<file path="src/rtl/tile_ctrl_pkg.sv">
// Shared encodings for the MAC tile array control path: c3 codes, beat tags,
// and sequencer states.
package tile_ctrl_pkg;

  typedef enum logic [1:0] {
    C3_ZERO = 2'b00,
    C3_IP1  = 2'b01,
    C3_IP2  = 2'b10,
    C3_ACC  = 2'b11
  } c3_code_t;

  // FIRST is the all-zero code so a cleared tag pipeline shows c3 = 00
  typedef enum logic [1:0] {
    TAG_FIRST = 2'd0,
    TAG_ACC   = 2'd1,
    TAG_HOLD  = 2'd2
  } tag_t;

  typedef enum logic [2:0] {
    ST_IDLE   = 3'd0,
    ST_LOAD   = 3'd1,
    ST_DRAIN  = 3'd2,
    ST_UNLOAD = 3'd3,
    ST_DONE   = 3'd4
  } state_t;

  function automatic c3_code_t tag_to_c3(input tag_t t);
    return (t == TAG_FIRST) ? C3_ZERO : C3_ACC;
  endfunction

endpackage

</file>
<file path="src/rtl/tile_tag_shift.sv">
// Per-tile beat tag pipeline: stage k holds the tag issued k+1 edges ago and
// is decoded into tile k's accumulator select.
module tile_tag_shift
  import tile_ctrl_pkg::*;
#(
  parameter int unsigned NUM_TILES = 4
) (
  input  logic                     CLK,
  input  logic                     RST,
  input  logic                     clr,
  input  tag_t                     tag_in,
  output logic [2*NUM_TILES-1:0]   c3
);

  tag_t stage [NUM_TILES];

  always_ff @(posedge CLK or posedge RST) begin
    if (RST) begin
      for (int k = 0; k < NUM_TILES; k++) stage[k] <= TAG_FIRST;
    end else if (clr) begin
      for (int k = 0; k < NUM_TILES; k++) stage[k] <= TAG_FIRST;
    end else begin
      stage[0] <= tag_in;
      for (int k = 1; k < NUM_TILES; k++) stage[k] <= stage[k-1];
    end
  end

  always_comb begin
    c3 = '0;
    for (int k = 0; k < NUM_TILES; k++) c3[2*k +: 2] = tag_to_c3(stage[k]);
  end

endmodule

</file>
<file path="src/rtl/tile_array_sequencer.sv">
// Job sequencer for a chain of MAC tiles: load operand beats, drain the
// operand pipeline, then unload every accumulator through the OP1 chain.
module tile_array_sequencer
  import tile_ctrl_pkg::*;
#(
  parameter int unsigned NUM_TILES = 4,
  parameter int unsigned LEN_W     = 8
) (
  input  logic                     CLK,
  input  logic                     RST,
  input  logic                     start,
  input  logic [LEN_W-1:0]         len,
  input  logic                     in_valid,
  output logic                     in_ready,
  output logic                     feed_en,
  output logic [NUM_TILES-1:0]     c1,
  output logic [NUM_TILES-1:0]     c2,
  output logic [2*NUM_TILES-1:0]   c3,
  output logic                     out_valid,
  output logic                     busy,
  output logic                     done
);

  localparam int unsigned CNT_W = $clog2(2*NUM_TILES);
  localparam logic [CNT_W-1:0] DRAIN_LAST  = CNT_W'(NUM_TILES - 1);
  localparam logic [CNT_W-1:0] UNLOAD_LAST = CNT_W'(2*NUM_TILES - 2);
  localparam logic [CNT_W-1:0] OUT_FIRST   = CNT_W'(NUM_TILES - 1);

  state_t               state, state_d;
  logic [LEN_W-1:0]     beats_left, beats_d;
  logic [LEN_W-1:0]     len_q, len_d;
  logic [CNT_W-1:0]     cnt, cnt_d;
  logic                 accept;
  tag_t                 tag_in;
  logic                 tag_clr;
  logic                 in_ready_d, out_valid_d, busy_d, done_d;
  logic [NUM_TILES-1:0] c1_d;

  assign accept  = in_ready & in_valid;
  assign feed_en = accept;
  assign c2      = '0;

  // State, counters and registered outputs
  always_ff @(posedge CLK or posedge RST) begin
    if (RST) begin
      state      <= ST_IDLE;
      beats_left <= '0;
      len_q      <= '0;
      cnt        <= '0;
      in_ready   <= 1'b0;
      c1         <= '0;
      out_valid  <= 1'b0;
      busy       <= 1'b0;
      done       <= 1'b0;
    end else begin
      state      <= state_d;
      beats_left <= beats_d;
      len_q      <= len_d;
      cnt        <= cnt_d;
      in_ready   <= in_ready_d;
      c1         <= c1_d;
      out_valid  <= out_valid_d;
      busy       <= busy_d;
      done       <= done_d;
    end
  end

  // Next state; cnt is the drain cycle in DRAIN and the unload index j in UNLOAD
  always_comb begin
    state_d = state;
    beats_d = beats_left;
    len_d   = len_q;
    cnt_d   = cnt;
    unique case (state)
      ST_IDLE: begin
        cnt_d = '0;
        if (start) begin
          if (len != '0) begin
            len_d   = len;
            beats_d = len;
            state_d = ST_LOAD;
          end else begin
            state_d = ST_DONE;
          end
        end
      end
      ST_LOAD: begin
        if (accept) begin
          beats_d = beats_left - LEN_W'(1);
          if (beats_left == LEN_W'(1)) begin
            state_d = ST_DRAIN;
            cnt_d   = '0;
          end
        end
      end
      ST_DRAIN: begin
        if (cnt == DRAIN_LAST) begin
          state_d = ST_UNLOAD;
          cnt_d   = '0;
        end else begin
          cnt_d = cnt + CNT_W'(1);
        end
      end
      ST_UNLOAD: begin
        if (cnt == UNLOAD_LAST) begin
          state_d = ST_DONE;
          cnt_d   = '0;
        end else begin
          cnt_d = cnt + CNT_W'(1);
        end
      end
      ST_DONE: state_d = ST_IDLE;
      default: state_d = ST_IDLE;
    endcase
  end

  // Output decode of the next state so every output lands on a flop
  always_comb begin
    in_ready_d  = (state_d == ST_LOAD);
    busy_d      = (state_d != ST_IDLE);
    done_d      = (state_d == ST_DONE);
    out_valid_d = (state_d == ST_UNLOAD) && (cnt_d >= OUT_FIRST);
    c1_d        = '0;
    for (int k = 0; k < NUM_TILES; k++)
      c1_d[k] = (state_d == ST_UNLOAD) && (cnt_d == CNT_W'(2*k));
    tag_clr = (state_d == ST_IDLE);
    tag_in  = TAG_HOLD;
    if (accept) tag_in = (beats_left == len_q) ? TAG_FIRST : TAG_ACC;
  end

  tile_tag_shift #(
    .NUM_TILES (NUM_TILES)
  ) u_tag_shift (
    .CLK    (CLK),
    .RST    (RST),
    .clr    (tag_clr),
    .tag_in (tag_in),
    .c3     (c3)
  );

endmodule

</file>
<file path="config.mk">
export PLATFORM = sky130hd
export DESIGN_NAME = tile_array_sequencer
export DESIGN_NICKNAME = d
export VERILOG_FILES = /design/src/rtl/tile_ctrl_pkg.sv /design/src/rtl/tile_tag_shift.sv /design/src/rtl/tile_array_sequencer.sv
export SDC_FILE = /design/constraint.sdc
export NUM_CORES = 1
export LEC_CHECK = 0
export ABC_AREA = 1
export BUFFER_PORTS_ARGS = -buffer_cell sky130_fd_sc_hd__buf_2
export CAP_MARGIN = 10
export CORE_UTILIZATION = 45
export CTS_BUF_LIST = sky130_fd_sc_hd__clkbuf_2 sky130_fd_sc_hd__clkbuf_4 sky130_fd_sc_hd__clkbuf_8
export DETAILED_ROUTE_END_ITERATION = 10
export PLACE_DENSITY = 0.66
export SLEW_MARGIN = 40
export SYNTH_ARGS = -nofsm -noshare
export SYNTH_HDL_FRONTEND = slang
export SYNTH_HIERARCHICAL = 1
export SYNTH_SLANG_ARGS = --single-unit
</file>
<file path="constraint.sdc">
create_clock -name CLK -period 1.8 [get_ports CLK]
set_input_delay 0.18 -clock CLK [delete_from_list [all_inputs] [get_ports CLK]]
set_output_delay 0.18 -clock CLK [all_outputs]
set_load 0.1 [all_outputs]
</file>
# Word level (Yosys, flattened, before mapping)
# Cells that the tools add are included.
# word_totals
regBits	38
in_bits	12
out_inout_bits	21
word_cells	73
# op_classes
n_addsub	2
magnitude_cmp	1
eq_ne	16
mux	23
bitwise	1
reduce_logical	17
# ops
cell	count
8-bit two-way mux	4
3-bit two-way mux	10
3-bit one-hot mux with 4 select lines	2
8-bit one-hot mux with 2 select lines	1
3-bit by 2-bit == test with 1-bit output, second input constant	5
3-bit == test, second input constant	4
2-bit two-way mux	5
3-bit logical NOT	3
8-bit by 1-bit == test with 1-bit output, second input constant	1
8-bit == test	1
2-bit logical NOT	4
8-bit nonzero test	1
8-bit by 1-bit subtractor with 8-bit output, second input constant	1
3-bit by 1-bit == test with 1-bit output, second input constant	2
2-bit != test, second input constant	3
1-bit logical AND	5
4-bit AND reduction	1
3-bit by 1-bit adder with 3-bit output, second input constant	1
3-bit by 2-bit greater-or-equal comparator with 1-bit output, second input constant	1
3-bit AND reduction	1
3-bit nonzero test	1
2-bit nonzero test	1
1-bit AND	1
1-bit two-way mux	1

# Logic depth before layout (Yosys ltp)
# Gate-level depths: netlist of the first run.
# logic_depth
ltp_word	6
ltp_mapped	11

# Cells and area by module
# Netlist of the first run, hierarchy kept.
# by_module_without_submodules
mod	instances	cells_each	area_per_inst_um2	seq_area_each_um2
tile_array_sequencer	1	215	1711.6	750.7
tile_tag_shift	1	36	327.8	200.2

# Worst setup path before layout of the first run
# Ideal clock, no wire load.
# synth_path
path_type	flip-flop to flip-flop
start	register in_ready
end	register beats_left[2]
setup_time_ns	0.127
arrival_ns	2.306
setup_slack_ns	-0.633
stages_incl_launch_ff	7
path_buffers	1
period_less_slack_ns	2.433
cell_sequence	dfrtp_1 -> nand2_1 -> inv_1 -> nand2_1 -> nand2_4 -> buf_6 -> o21ai_0
# synth_between
elab_chain_len	3
# synth_lines
item	line_no	text
start, declared	tile_array_sequencer.sv:14	output logic in_ready,
start signal, assigned	tile_array_sequencer.sv:60	in_ready <= in_ready_d;
1-bit AND	tile_array_sequencer.sv:39	assign accept = in_ready & in_valid;
net feed_en	tile_array_sequencer.sv:15	output logic feed_en,
2-bit != test (no source line)	--	
4-bit AND reduction (no source line)	--	
end signal, assigned	tile_array_sequencer.sv:57	beats_left <= beats_d;
end, declared	tile_array_sequencer.sv:30	logic [LEN_W-1:0] beats_left, beats_d;
# The timed path passes the listed nets, and every way through them passes these cells.
# A chain may end at the register's enable or synchronous reset.

# Worst setup path in the final report of the first run
# layout_path
start	register cnt[0]
end	register u_tag_shift/stage[0] (netlist bit)
# layout_between
elab_chain_len	5
elab_cells_between_ends	7
cone_classes	eq/ne: 2; mux: 4; reduce/logical: 1
# layout_lines
item	line_no	text
start, declared	tile_array_sequencer.sv:32	logic [CNT_W-1:0] cnt, cnt_d;
start signal, assigned	tile_array_sequencer.sv:59	cnt <= cnt_d;
3-bit == test / 3-bit by 2-bit == test with 1-bit output (equally long branches)	tile_array_sequencer.sv:105, tile_array_sequencer.sv:97	
3-bit two-way mux (on tied branches)	tile_array_sequencer.sv:105, tile_array_sequencer.sv:97	
3-bit one-hot mux with 4 select lines *	tile_array_sequencer.sv:74	unique case (state)
3-bit logical NOT *	tile_array_sequencer.sv:126	tag_clr = (state_d == ST_IDLE);
net tag_clr	tile_array_sequencer.sv:35	logic tag_clr;
8-bit two-way mux *	tile_tag_shift.sv:20	end else if (clr) begin
end, declared	tile_tag_shift.sv:15	tag_t stage [NUM_TILES];
# The timed path passes the listed nets; every way through them passes the cells marked *.

==> results_tabular.tex, run 1 <==
\begin{tabular}{lr}
\hline
Metric & Value \\
\hline
\multicolumn{2}{l}{\textbf{Status}} \\
Status & complete, no violations \\
\multicolumn{2}{l}{\textbf{Worst setup path}} \\
Crit. End Element & flop \\
Crit path DAT & 1.83 ns \\
Buf/Inv on CP & 3 \\
Data required time of the critical path & 1.98 ns \\
Crit-path cells & inv\_1 -> ha\_1 -> nand2\_1 -> inv\_1 -> nor2\_2 -> nor2\_1 -> nand4\_1 -> buf\_4 -> nor2\_4 -> nor2\_1 \\
Kind of cell adding the most delay to the critical path & simple AND/OR/NAND/NOR gates \\
Worst path max stage delay & 0.44 ns \\
CP max stage cell & dfrtp\_2 \\
Max FO, Critical Path & 6 \\
Kind of launch point of the worst setup path & flop \\
Worst setup path category & reg2reg \\
\multicolumn{2}{l}{\textbf{Flow run}} \\
Max-cap violations & 0 \\
\multicolumn{2}{l}{\textbf{Final layout}} \\
Area of all placed cells without fillers & 2360 µm² \\
Highest-count cells in the layout ignoring fill and taps & 48 x nand2\_1, 41 x inv\_1, 36 x dfrtp\_1 \\
Most common library cell in the layout ignoring fill and taps & nand2\_1 \\
Number of nets in the layout & 303 \\
Synthesis-to-finish area growth & 15.7\% \\
Post-route core utilization & 54.2\% \\
Total inserted antenna cells & 0 \\
Area of the multi-input gates & 881 µm² \\
Number of filler instances in the final layout & 405 \\
Sequential cell area & 956 µm² \\
Share of post-route cells with drive strength above 1 & 22.1\% \\
\multicolumn{2}{l}{\textbf{Timing}} \\
Worst hold-check slack & 0.128 ns \\
Pins Over Slew Limit & 0 \\
Highest clock frequency the design can meet & 604 MHz \\
Final number of hold-violating endpoints & 0 \\
\# setup viols final & 0 \\
Final worst slack & 0.143 ns \\
RSZ-0062 raised after global routing & false \\
Final worst path period share & 92.0\% \\
Fin crit period & 1.66 ns \\
Max Clock Skew & 0.00803 ns \\
\multicolumn{2}{l}{\textbf{Die}} \\
Floorplan die width & 69.3 µm \\
Die height & 69.3 µm \\
Effective utilization at floorplan & 46.8\% \\
Number of top-level design ports & 33 \\
Area inside the core boundary & 4350 µm² \\
Number of placement rows & 24 \\
Area of the die & 4810 µm² \\
\multicolumn{2}{l}{\textbf{Placement}} \\
Weighted congestion at the end of routability-driven global placement & 0.790 \\
Placed Instance Area & 2210 µm² \\
Sum of net half-perimeters after detailed placement & 2950 µm \\
Post-placement setup slack & 0.0266 ns \\
Count of port buffers added during placement & 28 \\
\multicolumn{2}{l}{\textbf{Routing}} \\
Total detailed-routing wirelength & 4100 µm \\
Number of design-rule violations left by the first detailed-router iteration & 156 \\
\# DRC & 0 \\
Number of vias in the routed layout & 1,644 \\
Post-route antenna net violation count & 0 \\
Detail-routed net length per standard cell & 12.2 µm \\
Detailed-routing iteration count for the pre-antenna-repair pass & 4 \\
Via density per instance & 4.88 \\
\multicolumn{2}{l}{\textbf{Clocking}} \\
Source-to-sink clock delay at the later pin of the worst-skew pair & 0.29 ns \\
CTS tree & built \\
Clock tree root buffer cell & clkbuf\_8 \\
Clk sinks & 38 \\
Number of H-tree levels & 2 \\
Number of buffers added by the clock tree synthesis step & 5 \\
Clock transition at the register clock pins on the worst setup and hold paths after CTS & 0.08 ns \\
Clock Path Buffers & 2 \\
\multicolumn{2}{l}{\textbf{Global route}} \\
Number of antenna violations at the first check in global routing & 0 \\
Final global-route overflow total & 0 \\
Global-route wire length before repair & 7050 µm \\
Number of global-route vias before repair & 1,563 \\
Total routing resource utilization after global routing & 18.5\% \\
Maximum number of pins on one net before global-route repair & 31 \\
\multicolumn{2}{l}{\textbf{Synthesis}} \\
Post-Syn Area per Cell & 8.13 µm² \\
EDFF count, synth & 0 \\
Netlist Area Pre-Place & 2040 µm² \\
Count of yosys warnings during synthesis & 6 \\
Total of flip-flops plus latches after synthesis & 38 \\
Number of library cell types mapped by synthesis & 30 \\
Proportion of synthesized flip-flops having asynchronous set or reset & 100\% \\
Instance count of the mapped netlist & 251 \\
Top FF cell, synth & dfrtp\_1 \\
Sequential share of the synthesized area & 46.6\% \\
\multicolumn{2}{l}{\textbf{Worst hold path}} \\
Type of the tightest min-delay check & in2reg \\
\hline
\end{tabular}
[state kept, by name, summed over array words and instances, names as in the netlist]
signal	flops
busy	1
len_q	8
c1	4
state	3
cnt	3
u_tag_shift/stage	8
done	1
in_ready	1
out_valid	1
beats_left	8
[worst register-to-register path, stage by stage, from the launching register on]
cell and delay (ns):
dfrtp_2 0.44, inv_1 0.08, ha_1 0.16, nand2_1 0.05, inv_1 0.10, nor2_2 0.08, nor2_1 0.14, nand4_1 0.10
buf_4 0.17, nor2_4 0.15, nor2_1 0.07
[layout make-up]
cell class                 count  area share (%)
clock buffer                   5            2.92
clock inverter                 3            1.70
inverter                      42            6.84
multi-input combinational    163            37.3
sequential                    38            40.5
tap                           52            2.76
timing repair buffer          34            7.95
[kinds of logic (layout without fill, tap and decap cells)]
| group | count (synthesis) | after routing | share of synthesized area [%] |
|---|---|---|---|
| buf+inv | 54 | 84 | 12.3 |
| xor+xnor | 4 | 4 | 1.72 |
| compound gates | 40 | 40 | 11.1 |
| flops | 38 | 38 | 46.6 |
| simple gates | 107 | 108 | 23.8 |
| fa+ha+maj | 7 | 7 | 4.29 |
| other cells | 1 | 4 | 0.184 |
[final timing paths]
| path | slack [ns] | startpoint | endpoint | depth (start not counted) |
|---|---|---|---|---|
| min in group asynchronous | 0.41 | RST | u_tag_shift/stage[5] | 3 |
| hold reg to reg | 0.48 | u_tag_shift/stage[6] | u_tag_shift/stage[4] | 2 |
| setup reg to reg | 0.14 | cnt[0] | u_tag_shift/stage[0] | 10 |
| max in group asynchronous | 0.95 | RST | in_ready | 4 |
| setup / recovery | 0.14 | cnt[0] | u_tag_shift/stage[0] | 10 |
| hold / removal | 0.13 | len[0] | len_q[0] | 3 |
[metal layers]
layer | wire length (µm) | global-route usage (%) | vias to the layer above
met4 | 57 | 6.35 | 0
met5 | 0 | 0 | -
met1 | 2080 | 26.3 | 742
li1 | - | - | 847
met3 | 194 | 4.07 | 6
met2 | 1770 | 27.9 | 49
[stage by stage]
stage	TNS, ns	instances
2_1_floorplan	-0.0172	254
3_3_place_gp	0	326
3_5_place_dp	0	326
4_1_cts	0	335
5_1_grt	0	337
6_report	0	337
[Yosys cell counts, types with 2 or more instances]
library cell	number	share of area, %
xor2_1	3	1.3
dfrtp_1	38	47
nand2_1	50	9.2
nand4_1	3	0.92
o21ai_0	21	5.2
o211ai_1	2	0.74
o22ai_1	2	0.61
buf_6	2	1.1
nor3_1	2	0.49
nor2_2	3	0.92
buf_4	8	2.9
nand3_1	13	3.2
nand2_2	5	1.5
ha_1	7	4.3
o21ai_1	4	0.98
buf_2	2	0.49
nor2_1	25	4.6
a21oi_1	8	2.0
inv_1	42	7.7
[timing repair]
| item | CTS | global route |
|---|---|---|
| resized for setup | 1 | 3 |
| hold endpoints to repair | 38 | 0 |
| pin swaps | 0 | 3 |
| gates cloned | 0 | 1 |
| buffers inserted | 0 | 1 |
| hold buffers | 1 | 0 |
| endpoints found under the setup margin | 2 | 9 |
Power of run 1 is not shown: default switching activity piles up to over one toggle a cycle in this logic, so the estimate is an artifact.
==> run 2: changes to the inputs <==
--- a/constraint.sdc
+++ b/constraint.sdc
@@ -3,2 +3,2 @@
 set_output_delay 0.18 -clock CLK [all_outputs]
-set_load 0.1 [all_outputs]
+set_load 0.01 [all_outputs]
==> run 2 against run 1 <==
  * Non-clock buffer count up 1
  * Register-to-register slack about the same
  * Wire length down 0.29%
  * Clock skew about the same
  * Core utilization down 0.43 points
  * Via count up 0.43%
  * Critical path depth down 1
  * Final area down 0.79%
  * Sequential share of layout area up 0.16 points
  * First-iteration DRC count down 28%
  * Die area unchanged
  * Flip-flop and latch count unchanged
==> results_tabular.tex, run 2 (synthesis gave the netlist of run 1 again) <==
\begin{tabular}{lr}
\hline
Metric & Value \\
\hline
\multicolumn{2}{l}{\textbf{Status}} \\
Status & complete, no violations \\
\multicolumn{2}{l}{\textbf{Pwr}} \\
Switching fraction of total power & 41.6\% \\
Cell-internal power & 0.00210 W \\
Areal power density over the cells & 1540 nW/µm² \\
Part of the total power dissipated in combinational logic & 44.6\% \\
Sequential cell fraction of total power & 38.2\% \\
Switching power of the nets & 0.00150 W \\
Clock power frac & 17.2\% \\
Peak supply drop & 0.000565 V \\
Leakage power & 1.28 nW \\
\multicolumn{2}{l}{\textbf{Timing}} \\
Fin crit period & 1.66 ns (+0.00303 ns) \\
RSZ-0062 raised after global routing & false \\
Final number of hold-violating endpoints & 0 (unchanged) \\
Post-Route Setup TNS & 0 ns (unchanged) \\
Worst hold-check slack & 0.130 ns (+0.00155 ns) \\
\# setup viols final & 0 (unchanged) \\
Max Clock Skew & 0.00823 ns (+0.000203 ns) \\
Final worst path period share & 92.2\% (+0.17 points) \\
Highest clock frequency the design can meet & 603 MHz (-0.18\%) \\
Pins Over Slew Limit & 0 (unchanged) \\
\multicolumn{2}{l}{\textbf{Worst hold path}} \\
Beginning of the worst hold path & len[0] \\
Type of the tightest min-delay check & in2reg \\
Hold Path Depth & 3 (unchanged) \\
Worst min-delay path endpoint & len\_q[0] \\
\multicolumn{2}{l}{\textbf{Clocking}} \\
Clk sinks & 38 (unchanged) \\
Clock Path Buffers & 2 (unchanged) \\
Source-to-sink clock delay at the later pin of the worst-skew pair & 0.29 ns (about the same) \\
Number of H-tree levels & 2 (unchanged) \\
Clock tree root buffer cell & clkbuf\_8 \\
Number of buffers added by the clock tree synthesis step & 5 (unchanged) \\
CTS tree & built \\
Clock transition at the register clock pins on the worst setup and hold paths after CTS & 0.08 ns (about the same) \\
\multicolumn{2}{l}{\textbf{Final layout}} \\
Synthesis-to-finish area growth & 14.8\% \\
Number of nets in the layout & 304 (+0.33\%) \\
Sequential cell area & 952 µm² (-0.39\%) \\
Most common library cell in the layout ignoring fill and taps & nand2\_1 \\
Largest registers & beats\_left (8), len\_q (8), u\_tag\_shift/stage (8) \\
Area of the multi-input gates & 876 µm² (-0.57\%) \\
Final std cells w/o fill & 338 (+0.30\%) \\
Share of post-route cells with drive strength above 1 & 22.0\% (-0.077 points) \\
Number of filler instances in the final layout & 402 (-0.74\%) \\
Highest-count cells in the layout ignoring fill and taps & 50 x nand2\_1, 41 x inv\_1, 37 x dfrtp\_1 \\
Total inserted antenna cells & 0 (unchanged) \\
\multicolumn{2}{l}{\textbf{Worst setup path}} \\
Reg2reg path depth & 9 (-1) \\
Capturing point of the worst reg2reg path & u\_tag\_shift/stage[2] \\
Data required time of the critical path & 1.98 ns (about the same) \\
Crit path top cell by count & nor2\_2 \\
Crit path DAT & 1.84 ns (about the same) \\
Kind of cell adding the most delay to the critical path & simple AND/OR/NAND/NOR gates \\
Crit. End Element & flop \\
Critical path origin & cnt[0] \\
Crit-path cells & inv\_1 -> ha\_2 -> nand2\_1 -> inv\_2 -> nor2\_2 -> nor2\_2 -> nand4\_1 -> nor2\_4 -> nor2\_1 \\
Buf/Inv on CP & 2 (-1) \\
Worst path max stage delay & 0.43 ns (about the same) \\
Reg2Reg Setup Slack & 0.14 ns (about the same) \\
Max FO, Critical Path & 5 (-1) \\
Kind of launch point of the worst setup path & flop \\
Reg2reg start & cnt[0] \\
CP max stage cell & dfrtp\_2 \\
Worst setup path category & reg2reg \\
\multicolumn{2}{l}{\textbf{Die}} \\
Number of top-level design ports & 33 (unchanged) \\
Area inside the core boundary & 4350 µm² (unchanged) \\
Area of the die & 4810 µm² (unchanged) \\
Number of placement rows & 24 (unchanged) \\
Die height & 69.3 µm (unchanged) \\
Effective utilization at floorplan & 46.8\% (unchanged) \\
Floorplan die width & 69.3 µm (unchanged) \\
\multicolumn{2}{l}{\textbf{Routing}} \\
Detail-routed net length per standard cell & 12.1 µm (-0.59\%) \\
Detailed-routing iteration count for the pre-antenna-repair pass & 4 (unchanged) \\
Number of design-rule violations left by the first detailed-router iteration & 113 (-28\%) \\
\# DRC & 0 (unchanged) \\
Via density per instance & 4.88 (+0.13\%) \\
Post-route antenna net violation count & 0 (unchanged) \\
Total detailed-routing wirelength & 4090 µm (-0.29\%) \\
Number of vias in the routed layout & 1,651 (+0.43\%) \\
\multicolumn{2}{l}{\textbf{Global route}} \\
Number of global-route vias before repair & 1,529 (-2.2\%) \\
Number of antenna violations at the first check in global routing & 0 (unchanged) \\
Maximum number of pins on one net before global-route repair & 31 (unchanged) \\
Global-route wire length before repair & 7170 µm (+1.7\%) \\
Final global-route overflow total & 0 (unchanged) \\
Total routing resource utilization after global routing & 19.0\% (+0.51 points) \\
\multicolumn{2}{l}{\textbf{Placement}} \\
Weighted congestion at the end of routability-driven global placement & 0.824 (+4.2\%) \\
Count of port buffers added during placement & 28 (unchanged) \\
Sum of net half-perimeters after detailed placement & 3060 µm (+4.0\%) \\
Placed instance count & 327 (+0.31\%) \\
\multicolumn{2}{l}{\textbf{Flow run}} \\
Max-cap violations & 0 (unchanged) \\
\hline
\end{tabular}
-- run 2: tightest hold or removal path, delay by kind of cell --
kind / cells / cell delay, ns
simple gates: 1 / 0.05
compound gates: 1 / 0.06
buf+inv: 1 / 0.10
-- run 2: worst max path at each step --
stage                                      end  cells past startpoint  slack, ns
after floorplan           u_tag_shift/stage[0]                      7       0.30
after global placement    u_tag_shift/stage[1]                      9       0.11
after detailed placement  u_tag_shift/stage[5]                      6       0.04
after CTS                 u_tag_shift/stage[5]                      9       0.04
after global routing      u_tag_shift/stage[1]                      9       0.02
final                     u_tag_shift/stage[2]                      9       0.14
-- run 2: metal layers --
layer,track usage (%),share of wire [%],routed length (µm)
met5,0,0,0
met4,6.80,1.6,64
met3,4.36,5.6,227
met2,27.0,44,1790
met1,28.2,49,2010
-- run 2: cell type report --
class,count,share of cell area [%]
inverters,42,6.73
well taps,52,2.78
multi-input cells,163,37.4
clock buffers,7,3.85
clock inverters,1,0.214
repair buffers,35,8.34
flip-flops and latches,38,40.7
-- run 2: power groups by stage --
stage	Combinational [W]	Sequential [W]	Clock [W]
final	0.00160	0.00137	0.000620
after global routing	0.00184	0.00142	0.000678
after CTS	0.00156	0.00137	0.000642
after detailed placement	0.00156	0.00139	0
after global placement	0.00153	0.00138	0
after floorplan	0.00124	0.00135	0
-- run 2: repair_timing --
item | CTS | global route
resized for setup | 0 | 7
hold buffers | 1 | 0
hold endpoints to repair | 38 | 0
setup endpoints to repair | 0 | 9
buffers inserted | 0 | 1
-- run 2: stage by stage --
step           total power (W)  setup WS (ns)  instance area, µm²  util, %
3_5_place_dp           0.00295         0.0439                2200     50.5
3_3_place_gp           0.00291          0.107                2200     50.5
5_1_grt                0.00394         0.0224                2340     53.8
4_1_cts                0.00358         0.0356                2310     53.0
2_1_floorplan          0.00259          0.299                2050        -
6_report               0.00360          0.140                2340     53.8
(Power assumes the default switching activity.)
